### src/rtl/uart_frame_arbiter_if.sv
// Bus bundle between the frame arbiter, its requesters and the UART TX byte engine.
interface uart_frame_arbiter_if #(
  parameter int unsigned NUM_CH        = 4,
  parameter int unsigned PAYLOAD_BYTES = 12
);
  logic [NUM_CH-1:0]                 req;
  logic [NUM_CH*PAYLOAD_BYTES*8-1:0] frame_data;
  logic [NUM_CH-1:0]                 gnt;
  logic                              busy;
  logic                              done;
  logic                              err;
  logic [7:0]                        byte_data;
  logic                              byte_start;
  logic                              byte_busy;

  modport master (
    output req, frame_data, byte_busy,
    input  gnt, busy, done, err, byte_data, byte_start
  );

  modport slave (
    input  req, frame_data, byte_busy,
    output gnt, busy, done, err, byte_data, byte_start
  );
endinterface

### src/rtl/uart_frame_arbiter.sv
// Round-robin arbiter that frames a granted payload (header, id, payload, XOR checksum)
// and feeds it byte by byte to a shared UART transmitter over a start/busy handshake.
module uart_frame_arbiter #(
  parameter int unsigned NUM_CH        = 4,
  parameter int unsigned PAYLOAD_BYTES = 12,
  parameter logic [7:0]  HEADER        = 8'hF0,
  parameter int unsigned ACK_TIMEOUT   = 16
) (
  input logic                 clk_50,
  input logic                 rst,
  uart_frame_arbiter_if.slave bus
);
  localparam int unsigned CH_W     = (NUM_CH > 1) ? $clog2(NUM_CH) : 1;
  localparam int unsigned PL_W     = PAYLOAD_BYTES * 8;
  localparam int unsigned LAST_IDX = PAYLOAD_BYTES + 2;
  localparam int unsigned IDX_W    = $clog2(PAYLOAD_BYTES + 3);
  localparam int unsigned TO_W     = $clog2(ACK_TIMEOUT + 1);

  typedef enum logic [2:0] {IDLE, SEND, WAIT_ACK, WAIT_DONE, FINISH} state_t;

  state_t            state_q, state_d;
  logic [CH_W-1:0]   ptr_q, ptr_d;
  logic [CH_W-1:0]   ch_q, ch_d;
  logic [IDX_W-1:0]  idx_q, idx_d;
  logic [TO_W-1:0]   tcnt_q, tcnt_d;
  logic [7:0]        csum_q, csum_d;
  logic [PL_W-1:0]   pl_q, pl_d;
  logic [NUM_CH-1:0] gnt_q, gnt_d;
  logic              busy_q, busy_d;
  logic              done_q, done_d;
  logic              err_q, err_d;
  logic              start_q, start_d;
  logic [7:0]        bdata_q, bdata_d;

  logic              found;
  logic [CH_W-1:0]   win;
  logic [CH_W:0]     cand_sum;
  logic [CH_W-1:0]   cand;
  logic [PL_W-1:0]   win_payload;
  logic [7:0]        tx_byte;

  // Search starts at the pointer and wraps modulo NUM_CH; first requester wins.
  always_comb begin
    found    = 1'b0;
    win      = '0;
    cand_sum = '0;
    cand     = '0;
    for (int unsigned i = 0; i < NUM_CH; i++) begin
      cand_sum = {1'b0, ptr_q} + (CH_W+1)'(i);
      if (cand_sum >= (CH_W+1)'(NUM_CH)) cand_sum = cand_sum - (CH_W+1)'(NUM_CH);
      cand = cand_sum[CH_W-1:0];
      if (!found && bus.req[cand]) begin
        found = 1'b1;
        win   = cand;
      end
    end
  end

  always_comb begin
    win_payload = '0;
    for (int unsigned c = 0; c < NUM_CH; c++) begin
      if (win == CH_W'(c)) win_payload = bus.frame_data[c*PL_W +: PL_W];
    end
  end

  // Payload is shifted left after each payload byte, so the MS byte is always on top.
  always_comb begin
    if (idx_q == '0)                     tx_byte = HEADER;
    else if (idx_q == IDX_W'(1))         tx_byte = 8'(ch_q);
    else if (idx_q == IDX_W'(LAST_IDX))  tx_byte = csum_q;
    else                                 tx_byte = pl_q[PL_W-1 -: 8];
  end

  always_comb begin
    state_d = state_q;
    ptr_d   = ptr_q;
    ch_d    = ch_q;
    idx_d   = idx_q;
    tcnt_d  = tcnt_q;
    csum_d  = csum_q;
    pl_d    = pl_q;
    gnt_d   = '0;
    busy_d  = busy_q;
    done_d  = 1'b0;
    err_d   = 1'b0;
    start_d = 1'b0;
    bdata_d = bdata_q;
    unique case (state_q)
      IDLE: begin
        if (found) begin
          gnt_d   = NUM_CH'(1) << win;
          busy_d  = 1'b1;
          ch_d    = win;
          pl_d    = win_payload;
          idx_d   = '0;
          csum_d  = '0;
          ptr_d   = (win == CH_W'(NUM_CH - 1)) ? '0 : win + 1'b1;
          state_d = SEND;
        end
      end
      SEND: begin
        if (!bus.byte_busy) begin
          bdata_d = tx_byte;
          start_d = 1'b1;
          tcnt_d  = '0;
          state_d = WAIT_ACK;
          if (idx_q != '0 && idx_q != IDX_W'(LAST_IDX)) csum_d = csum_q ^ tx_byte;
          if (idx_q > IDX_W'(1) && idx_q != IDX_W'(LAST_IDX)) pl_d = pl_q << 8;
        end
      end
      WAIT_ACK: begin
        if (bus.byte_busy) begin
          state_d = WAIT_DONE;
        end else begin
          tcnt_d = tcnt_q + 1'b1;
          if (tcnt_d == TO_W'(ACK_TIMEOUT)) begin
            err_d   = 1'b1;
            busy_d  = 1'b0;
            state_d = IDLE;
          end
        end
      end
      WAIT_DONE: begin
        if (!bus.byte_busy) begin
          if (idx_q == IDX_W'(LAST_IDX)) begin
            state_d = FINISH;
          end else begin
            idx_d   = idx_q + 1'b1;
            state_d = SEND;
          end
        end
      end
      FINISH: begin
        done_d  = 1'b1;
        busy_d  = 1'b0;
        state_d = IDLE;
      end
      default: state_d = IDLE;
    endcase
  end

  always_ff @(posedge clk_50) begin
    if (rst) begin
      state_q <= IDLE;
      ptr_q   <= '0;
      ch_q    <= '0;
      idx_q   <= '0;
      tcnt_q  <= '0;
      csum_q  <= '0;
      pl_q    <= '0;
      gnt_q   <= '0;
      busy_q  <= 1'b0;
      done_q  <= 1'b0;
      err_q   <= 1'b0;
      start_q <= 1'b0;
      bdata_q <= '0;
    end else begin
      state_q <= state_d;
      ptr_q   <= ptr_d;
      ch_q    <= ch_d;
      idx_q   <= idx_d;
      tcnt_q  <= tcnt_d;
      csum_q  <= csum_d;
      pl_q    <= pl_d;
      gnt_q   <= gnt_d;
      busy_q  <= busy_d;
      done_q  <= done_d;
      err_q   <= err_d;
      start_q <= start_d;
      bdata_q <= bdata_d;
    end
  end

  assign bus.gnt        = gnt_q;
  assign bus.busy       = busy_q;
  assign bus.done       = done_q;
  assign bus.err        = err_q;
  assign bus.byte_start = start_q;
  assign bus.byte_data  = bdata_q;
endmodule

### src/flat_wrapper.sv
// flat-port wrapper written by rule: the top's interface ports become plain ports
module uart_frame_arbiter_flat 
#(
  parameter int unsigned NUM_CH        = 4,
  parameter int unsigned PAYLOAD_BYTES = 12,
  parameter logic [7:0]  HEADER        = 8'hF0,
  parameter int unsigned ACK_TIMEOUT   = 16
)
  (clk_50, rst, bus_req, bus_frame_data, bus_byte_busy, bus_gnt, bus_busy, bus_done, bus_err, bus_byte_data, bus_byte_start);
  uart_frame_arbiter_if #(.NUM_CH(NUM_CH), .PAYLOAD_BYTES(PAYLOAD_BYTES)) bus_i ();
  input logic clk_50;
  input logic rst;
  input wire logic [$bits(bus_i.req)-1:0] bus_req;
  input wire logic [$bits(bus_i.frame_data)-1:0] bus_frame_data;
  input wire logic [$bits(bus_i.byte_busy)-1:0] bus_byte_busy;
  output wire logic [$bits(bus_i.gnt)-1:0] bus_gnt;
  output wire logic [$bits(bus_i.busy)-1:0] bus_busy;
  output wire logic [$bits(bus_i.done)-1:0] bus_done;
  output wire logic [$bits(bus_i.err)-1:0] bus_err;
  output wire logic [$bits(bus_i.byte_data)-1:0] bus_byte_data;
  output wire logic [$bits(bus_i.byte_start)-1:0] bus_byte_start;
  assign bus_i.req = bus_req;
  assign bus_i.frame_data = bus_frame_data;
  assign bus_i.byte_busy = bus_byte_busy;
  assign bus_gnt = bus_i.gnt;
  assign bus_busy = bus_i.busy;
  assign bus_done = bus_i.done;
  assign bus_err = bus_i.err;
  assign bus_byte_data = bus_i.byte_data;
  assign bus_byte_start = bus_i.byte_start;
  uart_frame_arbiter #(.NUM_CH(NUM_CH), .PAYLOAD_BYTES(PAYLOAD_BYTES), .HEADER(HEADER), .ACK_TIMEOUT(ACK_TIMEOUT)) u_core (.clk_50(clk_50), .rst(rst), .bus(bus_i));
endmodule
### config.mk
export PLATFORM = sky130hd
export DESIGN_NAME = uart_frame_arbiter_flat
export DESIGN_NICKNAME = d
export VERILOG_FILES = /design/src/rtl/uart_frame_arbiter_if.sv /design/src/rtl/uart_frame_arbiter.sv /design/src/flat_wrapper.sv
export SDC_FILE = /design/constraint.sdc
export NUM_CORES = 1
export LEC_CHECK = 0
export ABC_AREA = 1
export CAP_MARGIN = 10
export CORE_AREA = 2 2 159 161
export DETAILED_ROUTE_END_ITERATION = 8
export DIE_AREA = 0 0 161 163
export PLACE_DENSITY = 0.82
export SLEW_MARGIN = 20
export SYNTH_ARGS = -nofsm -noshare
export SYNTH_HDL_FRONTEND = slang
export SYNTH_SLANG_ARGS = --single-unit
### constraint.sdc
create_clock -name clk_50 -period 4.76 [get_ports clk_50]
set_input_delay 1.19 -clock clk_50 [delete_from_list [all_inputs] [get_ports clk_50]]
set_output_delay 1.19 -clock clk_50 [all_outputs]
set_load 0.05 [all_outputs]
==> reports/results.ini, run 1 <==
[run_status]
status=complete, no violations

[pwr]
powerDensity_nw_per_um2=862
combinationalPowerShare_pct=76.0
switching_share_pct=55.2
p_clk_share_pct=10.9
power_uw=13000
p_sw_uw=7180
seqPwrFrac_pct=13.1
cell_internal_pwr_uw=5840
leakage_uw=0.00677
ir_drop_v=0.000672

[synth]
synth_mux_area_share_pct=0
ys_ff_latch=136
ys_types=33
synth_top_family_by_area=simple AND/OR/NAND/NOR gates
synth-compound-area-share_pct=17.9
synth-adder-area-share_pct=1.22
ys_warn_count=0
syn-num-nets=2200
syn_inst=1799
synth_area_um2=10300
seq_area_frac_synth_pct=26.5
yosys.area_share.simple_pct=41.2
synth.avg_cell_area_um2=5.71
synth_xor_area_share_pct=0.171

[routing]
viasPerCell=5.38
ant_nets=0
drc=0
drt_wl_total_um=41900
wl_per_cell_um=17.1
dr.pass1.iters=7
drt_iter0_markers=1404
via_count=13200

[critical_path]
path_class=in -> reg
cp_common_cell=nand2_1
crit_buf_inv=5
cp_data_arrival_time_ns=4.37
cp_cell_sequence=clkdlybuf4s50_1, inv_1, nand2_1, nand3_1, nand2_1, nor2_4, nand3_1, nand3_1, inv_1, ha_4, clkinv_2, buf_4, nor2_1, o31ai_1, nand2_1, nand4_1, nand2_1, nor2_1
rr_worst_depth=18
max_stage_delay_ns=0.41
cp_max_fo=32
cpMaxStageDelayCell=clkdlybuf4s50_1
worst_setup_path_end_kind=flip-flop
crit_family=simple AND/OR/NAND/NOR gates
crit_path_start=bus_req[3]
crit_path_start_kind=input port
r2r_start=u_core.ptr_q[0]$_SDFFE_PP0N_
path_depth=18
worstPathRequired_ns=5.13

[grt]
overflow=0
antenna_found_initial=2
grt_pass1_wl_um=64200
grt_pass1_vias=12200
gr-usage-all-layers_pct=30.6
grt_max_degree=99

[final_layout]
final_common_cell=nand2_1
nets=2506
mostFrequentLayoutCells=nand2_1, clkdlybuf4s50_1, nand3_1
areaGrowthSynthToFinish_pct=47.2
final_layout_size_suffix_gt1_share_pct=5.10

[sta]
tns_ns=0
setup_viol=0
rsz0062_at_grt=false
hold_viol_final=0
period_share_pct=84.0
worstMarginPinSlew_ns=0.776
timing.fmax_mhz=250
min_period_ns=4.00
clock_skew_ns=0.00606
maxSlewViolCount=0
slew_headroom_pct=48.3

[floorplanning]
fp.dieH_um=163
rows=58
core-area_um2=24700
dieArea_um2=26200
initial_core_util_pct=41.6
ios=407
die_w_um=161

[clocking]
root_buffer=clkbuf_16
clkTransAtPathRegs_ns=0.06
cts_hold_buffers=0
cts-buffers-inserted=17
cts_num_sinks=136
cts_resized=0
cts_tree=built
cts_setup_buffers=0
h-tree-depth=4
clock_path_buffers=2
clk_latency_ns=0.43

[min_path]
min_path_cells=2
holdCritPathClass=reg -> reg
holdCritStartpoint=u_core.tcnt_q[4]$_SDFFE_PP0P_

[placement]
place.gp.congestion=0.915
dp_hpwl_um=29500
io_buffers=406

[run]
drv_cap=0

## routing by layer
| layer | share of wire (%) | global-route usage (%) |
|---|---|---|
| met3 | 9.6 | 5.45 |
| met4 | 3.6 | 12.4 |
| met2 | 47 | 51.0 |
| met1 | 39 | 39.2 |
| met5 | 0 | 0 |
## registers in the layout, summed over array words and instances (netlist names), 2 cells and up
register              flops
u_core.bus.byte_data      8
u_core.bus.gnt            4
u_core.ch_q               2
u_core.csum_q             8
u_core.idx_q              4
u_core.pl_q              96
u_core.ptr_q              2
u_core.state_q            3
u_core.tcnt_q             5
## cell type report
class | instances | area [µm²]
fillers | 2346 | 9560
multi-input cells | 1339 | 6290
repair buffers | 430 | 4370
flip-flops and latches | 136 | 2720
inverters | 181 | 689
clock buffers | 17 | 425
well taps | 330 | 413
clock inverters | 15 | 201
diodes | 2 | 5.00
## power groups by stage
stage / clock network [µW] / registers, µW / logic, µW
final: 1420 / 1710 / 9900
after global routing: 1470 / 1750 / 11000
after CTS: 1430 / 1710 / 9840
after detailed placement: 0 / 1730 / 9780
after global placement: 0 / 1720 / 9620
after floorplan: 0 / 1800 / 6950
## worst paths after layout
| check | endpoint | slack [ns] |
|---|---|---|
| worst min-delay path | u_core.tcnt_q[4]$_SDFFE_PP0P_ | 0.47 |
| worst min register to register | u_core.tcnt_q[4]$_SDFFE_PP0P_ | 0.47 |
| worst max-delay path | u_core.pl_q[5]$_SDFFE_PP0P_ | 0.76 |
| worst max register to register | u_core.pl_q[5]$_SDFFE_PP0P_ | 1.33 |
## worst register-to-register path: stages, from the launching register on
cell and delay (ns):
dfxtp_1 0.55, inv_4 0.10, nand2_1 0.07, nand2_1 0.10
nand2_2 0.10, nand2_2 0.07, nor2_4 0.13, nand3_1 0.11
nand3_1 0.35, inv_1 0.23, ha_4 0.27, clkinv_2 0.15
buf_4 0.37, nor2_1 0.09, o31ai_1 0.31, nand2_1 0.13
nand4_1 0.11, nand2_1 0.06, nor2_1 0.08
## synthesized netlist by cell type
| master | instances | area [µm²] |
|---|---|---|
| nand2_2 | 3 | 18.8 |
| nor3_1 | 3 | 15.0 |
| inv_4 | 1 | 6.26 |
| ha_1 | 10 | 125 |
| nand3_1 | 212 | 1060 |
| o21ai_1 | 5 | 25.0 |
| xnor2_1 | 1 | 8.76 |
| buf_6 | 4 | 45.0 |
| o21a_1 | 1 | 7.51 |
| o211ai_1 | 94 | 706 |
| nor2_1 | 144 | 541 |
| o31ai_1 | 5 | 37.5 |
| nor2_2 | 2 | 12.5 |
| clkinv_1 | 1 | 3.75 |
| nand3_2 | 1 | 10.0 |
| inv_1 | 146 | 548 |
| buf_2 | 19 | 95.1 |
| buf_1 | 19 | 71.3 |
| inv_2 | 33 | 124 |
| nor2_4 | 1 | 11.3 |
| a21oi_2 | 1 | 8.76 |
| nand4_1 | 48 | 300 |
| nand2_1 | 593 | 2230 |
| xor2_1 | 1 | 8.76 |
| nand4_2 | 1 | 12.5 |
| a21oi_1 | 188 | 941 |
| nand3b_1 | 2 | 15.0 |
| o21ai_0 | 21 | 105 |
| dfxtp_1 | 136 | 2720 |
| nor4_1 | 1 | 6.26 |
| clkbuf_1 | 85 | 319 |
| buf_4 | 16 | 120 |
| a21boi_0 | 1 | 7.51 |
## stage by stage
stage	hold WS [ns]	setup WS, ns	utilization [%]	std cells	area [µm²]
floorplan	0.441	1.37	-	1799	10300
global placement	0.458	0.460	58.7	2416	14500
detailed placement	0.465	0.359	58.7	2416	14500
CTS	0.474	0.806	61.2	2448	15100
global route	0.498	0.462	61.2	2450	15100
finish	0.474	0.760	61.2	2450	15100
## kinds of logic (layout without fill, tap and decap cells)
family                     after synthesis  in the layout
other                                    0              2
and+or+nand+nor                       1011           1011
xor gates and xnor gates                 2              2
adders and majority gates               10             10
DFF                                    136            136
AOI/OAI and AO/OA                      316            316
buffers and inverters                  324            643
Note: power is estimated with default switching activity, not from simulation.
==> run 2, diff against run 1 <==
==> constraint.sdc (replaced) <==
create_clock -name clk_50 -period 4.19 [get_ports clk_50]
set_input_delay 1.0475 -clock clk_50 [delete_from_list [all_inputs] [get_ports clk_50]]
set_output_delay 1.0475 -clock clk_50 [all_outputs]
set_load 0.05 [all_outputs]
==> run 2 against run 1 <==
  * Non-clock buffer count increased by 3
  * Sequential share of layout area shrank 0.10 points
  * Largest cell class unchanged
  * Clock power rose by 20%
  * Critical endpoint is now u_core.pl_q[46]$_SDFFE_PP0P_
==> reports/results.ini, run 2 (synthesis gave the netlist of run 1 again) <==
[critical_path]
cp_data_arrival_time_ns=3.99
worstPathRequired_ns=4.51
worst_setup_path_end_kind=flip-flop
crit_family=buffers and inverters
path_class=in -> reg
cp_max_fo=18
max_stage_delay_ns=0.41
cpMaxStageDelayCell=clkdlybuf4s50_1
cp_cell_sequence=clkdlybuf4s50_1, inv_1, nand2_1, nand3_1, nand2_1, nor2_4, nand3b_1, nand3_1, nand2_1, inv_1, ha_4, clkinv_2, buf_4, buf_4, o211ai_1, nand3_1, a21oi_1, nor2_1
crit_path_start_kind=input port
crit_buf_inv=6

[clocking]
root_buffer=clkbuf_16
cts_hold_buffers=0
cts_resized=0
cts_setup_buffers=0
clkTransAtPathRegs_ns=0.06
clock_path_buffers=2
cts-buffers-inserted=17
cts_tree=built
cts_num_sinks=136
clk_latency_ns=0.43
h-tree-depth=4

[grt]
grt_pass1_vias=12300
overflow=0
grt_max_degree=165
grt_pass1_wl_um=63900
antenna_found_initial=1
gr-usage-all-layers_pct=30.6

[final_layout]
areaGrowthSynthToFinish_pct=48.1
final_layout_size_suffix_gt1_share_pct=5.19
regMostFlops=u_core.pl_q
final_common_cell=nand2_1
largest_reg_flops=96
mostFrequentLayoutCells=nand2_1, clkdlybuf4s50_1, nand3_1
layoutNonFillerInstCount=2452
nets=2509

[sta]
clock_skew_ns=0.00689
period_share_pct=87.6
maxSlewViolCount=0
slew_headroom_pct=28.5
timing.fmax_mhz=272
hold_viol_final=0
tns_ns=0
worstMarginPinSlew_ns=1.07
holdWs_ns=0.480
min_period_ns=3.67
setup_viol=0
rsz0062_at_grt=false

[pwr]
leakage_uw=0.00683
powerDensity_nw_per_um2=988
seqPwrFrac_pct=13.0
combinationalPowerShare_pct=75.6
power_uw=15000
cell_internal_pwr_uw=6850
p_sw_uw=8170
switching_share_pct=54.4
p_clk_share_pct=11.4
ir_drop_v=0.00113

[floorplanning]
dieArea_um2=26200
ios=407
die_w_um=161
rows=58
fp.dieH_um=163
core-area_um2=24700
initial_core_util_pct=41.6

[run]
drv_cap=0

[routing]
viasPerCell=5.38
wl_per_cell_um=17.0
via_count=13200
dr.pass1.iters=7
drt_wl_total_um=41800
ant_nets=0
drc=0
drt_iter0_markers=1289

[run_status]
status=complete, no violations

[placement]
dp_hpwl_um=29000
io_buffers=406
dpl.cell_count=2419
place.gp.congestion=0.904

[min_path]
holdCritPathClass=reg -> reg

run 2: cell types whose count changed in the layout (fill, tap and decap cells not counted), sizes merged:
cell	change
clkbuf	+2
diode	-1
bufinv	+2
buf	+3
inv	-2
clkinv	+3
clkinvlp	-5
run 2: layout make-up:
| type | instances | area [µm²] |
|---|---|---|
| diodes | 1 | 2.50 |
| clock inverters | 13 | 225 |
| well taps | 330 | 413 |
| flip-flops and latches | 136 | 2720 |
| multi-input cells | 1339 | 6290 |
| repair buffers | 433 | 4420 |
| inverters | 181 | 689 |
| clock buffers | 19 | 443 |
| fillers | 2269 | 9480 |
run 2: worst min-delay path: cells and delay by family (launching register included):
family,cells,cell delay (ns)
DFF,1,0.31
and+or+nand+nor,2,0.13
run 2: worst paths after layout:
check | slack (ns) | depth (start not counted) | end | startpoint
min | 0.48 | 2 | u_core.ch_q[1]$_SDFFE_PP0N_ | u_core.ch_q[1]$_SDFFE_PP0N_
max reg2reg | 0.99 | 18 | u_core.pl_q[46]$_SDFFE_PP0P_ | u_core.ptr_q[0]$_SDFFE_PP0N_
min reg2reg | 0.48 | 2 | u_core.ch_q[1]$_SDFFE_PP0N_ | u_core.ch_q[1]$_SDFFE_PP0N_
max | 0.52 | 18 | u_core.pl_q[46]$_SDFFE_PP0P_ | bus_req[1]
run 2: power groups by stage:
| stage | clock [µW] | combinational (µW) | sequential, µW |
|---|---|---|---|
| after floorplan | 0 | 7890 | 2050 |
| after global placement | 0 | 11000 | 1950 |
| after detailed placement | 0 | 11200 | 1960 |
| after CTS | 1730 | 11300 | 1940 |
| after global routing | 1790 | 12600 | 1980 |
| final | 1710 | 11400 | 1950 |
run 2: metrics by stage:
stage / setup WS, ns / cell area, µm² / util, %
after floorplan: 0.943 / 10300 / -
after global placement: 0.184 / 14500 / 58.9
after detailed placement: 0.122 / 14500 / 58.9
after CTS: 0.544 / 15200 / 61.6
after global routing: 0.205 / 15200 / 61.6
final: 0.519 / 15200 / 61.6
run 2: metal layers:
layer	wire length, µm	up-vias	global-route usage [%]	share of wire [%]
met1	16800	5940	38.7	40
met3	3710	107	6.47	8.9
met4	1560	0	11.9	3.7
li1	-	6463	-	-
met5	0	-	0	0
met2	19700	682	51.0	47
==> run 3, diff against run 2 <==
--- a/config.mk
+++ b/config.mk
@@ -10,6 +10,7 @@
 export CORE_AREA = 2 2 159 161
 export DETAILED_ROUTE_END_ITERATION = 8
 export DIE_AREA = 0 0 161 163
+export GPL_ROUTABILITY_DRIVEN = 0
 export PLACE_DENSITY = 0.82
 export SLEW_MARGIN = 20
 export SYNTH_ARGS = -nofsm -noshare
==> constraint.sdc (replaced) <==
create_clock -name clk_50 -period 4.5 [get_ports clk_50]
set_input_delay 1.125 -clock clk_50 [delete_from_list [all_inputs] [get_ports clk_50]]
set_output_delay 1.125 -clock clk_50 [all_outputs]
set_load 0.05 [all_outputs]
==> run 3 against run 2 <==
  * Combinational power is 9% lower
  * Sequential share of layout area is 0.064 points higher
  * Sequential power is 7% lower
  * Highest routed layer unchanged
  * Routed wire length decreased by 0.81%
  * Critical path depth is 1 higher
  * Critical path type unchanged
  * Non-clock buffer count down 4
  * Largest power group unchanged
==> reports/results.ini, run 3 (synthesis gave the netlist of run 1 again) <==
[final_layout]
regMostFlops=u_core.pl_q
fillerInstances=2256
largest_reg_flops=96
mostFrequentLayoutCells=nand2_1, clkdlybuf4s50_1, nand3_1
layoutNonFillerInstCount=2448
design_area_um2=15100
areaGrowthSynthToFinish_pct=47.5
nets=2505
final_common_cell=nand2_1
final_layout_size_suffix_gt1_share_pct=5.05

[routing]
ant_nets=0
drt_iter0_markers=1291
via_count=13200
drt_wl_total_um=41400
wl_per_cell_um=16.9
viasPerCell=5.38
drc=0
dr.pass1.iters=6

[grt]
grt_max_degree=165
gr-usage-all-layers_pct=30.3
grt_pass1_vias=12200
overflow=0
antenna_found_initial=1
grt_pass1_wl_um=63800

[floorplanning]
core-area_um2=24700
initial_core_util_pct=41.6
die_w_um=161
ios=407
dieArea_um2=26200
rows=58
fp.dieH_um=163

[sta]
min_period_ns=3.74
rsz0062_at_grt=false
postLayoutSetupSlackWorst_ns=0.763
holdWs_ns=0.476
worstMarginPinSlew_ns=0.838
hold_viol_final=0
slew_headroom_pct=44.1
setup_viol=0
tns_ns=0
clock_skew_ns=0.00849
period_share_pct=83.0
maxSlewViolCount=0
timing.fmax_mhz=268

[critical_path]
cp_max_fo=44
worstPathRequired_ns=4.82
crit_path_start_kind=input port
worst_setup_path_end_kind=flip-flop
path_class=in -> reg
cp_data_arrival_time_ns=4.06

[placement]
dp_slack_ns=0.427
dpl.cell_count=2415
placed_area_um2=14500
io_buffers=406
dp_hpwl_um=29500

[clocking]
h-tree-depth=4
cts_resized=0
cts_num_sinks=136
cts_setup_buffers=0
cts_hold_buffers=0
cts-buffers-inserted=17
clkTransAtPathRegs_ns=0.06
cts_tree=built
root_buffer=clkbuf_16
clk_latency_ns=0.43
clock_path_buffers=2

[pwr]
ir_drop_v=0.000769
leakage_uw=0.00679
powerDensity_nw_per_um2=911

[min_path]
holdCritPathClass=reg -> reg

[run]
drv_cap=0

[run_status]
status=complete, no violations

-- run 3: where the power goes --
part / switching [µW] / internal, µW
registers: 160 / 1650
logic: 6800 / 3640
clock network: 579 / 964
-- run 3: final cells by class --
| type | count | area [µm²] | share of cell area [%] |
|---|---|---|---|
| multi-input combinational | 1339 | 6290 | 41.5 |
| timing repair buffer | 429 | 4390 | 29.0 |
| sequential | 136 | 2720 | 18.0 |
| inverter | 181 | 689 | 4.55 |
| clock buffer | 19 | 453 | 2.99 |
| tap | 330 | 413 | 2.73 |
| clock inverter | 13 | 191 | 1.26 |
| antenna | 1 | 2.50 | 0.0165 |
-- run 3: per-stage QoR --
step	power, µW	utilization (%)
global route	15100	61.4
CTS	13700	61.4
detailed placement	12100	58.8
finish	13800	61.4
floorplan	9260	-
global placement	11900	58.8
-- run 3: worst paths after layout --
check | depth (start not counted) | slack (ns) | start | to
worst max register to register | 19 | 1.24 | u_core.ptr_q[0]$_SDFFE_PP0N_ | u_core.pl_q[10]$_SDFFE_PP0P_
worst min-delay path | 2 | 0.48 | u_core.tcnt_q[4]$_SDFFE_PP0P_ | u_core.tcnt_q[4]$_SDFFE_PP0P_
worst max-delay path | 19 | 0.76 | bus_req[1] | u_core.pl_q[10]$_SDFFE_PP0P_
worst min register to register | 2 | 0.48 | u_core.tcnt_q[4]$_SDFFE_PP0P_ | u_core.tcnt_q[4]$_SDFFE_PP0P_
-- run 3: critical path: stages --
cell	delay, ns
clkdlybuf4s50_1	0.41
inv_1	0.05
nand2_1	0.06
nand3_1	0.13
nand2_1	0.11
nor2_4	0.18
nand3b_1	0.09
nand3_1	0.10
nand2_1	0.18
inv_1	0.20
ha_4	0.26
clkinv_2	0.11
buf_4	0.29
o211ai_1	0.24
nand3_1	0.13
nand2_1	0.12
nand4_1	0.08
nand2_1	0.09
nor2_1	0.04
-- run 3: routing by layer --
| metal | track usage [%] | wire, µm | vias to the layer above |
|---|---|---|---|
| li1 | - | - | 6456 |
| met1 | 37.9 | 17000 | 5982 |
| met2 | 51.9 | 19600 | 659 |
| met3 | 6.01 | 3620 | 83 |
| met4 | 10.8 | 1200 | 0 |
| met5 | 0 | 0 | - |
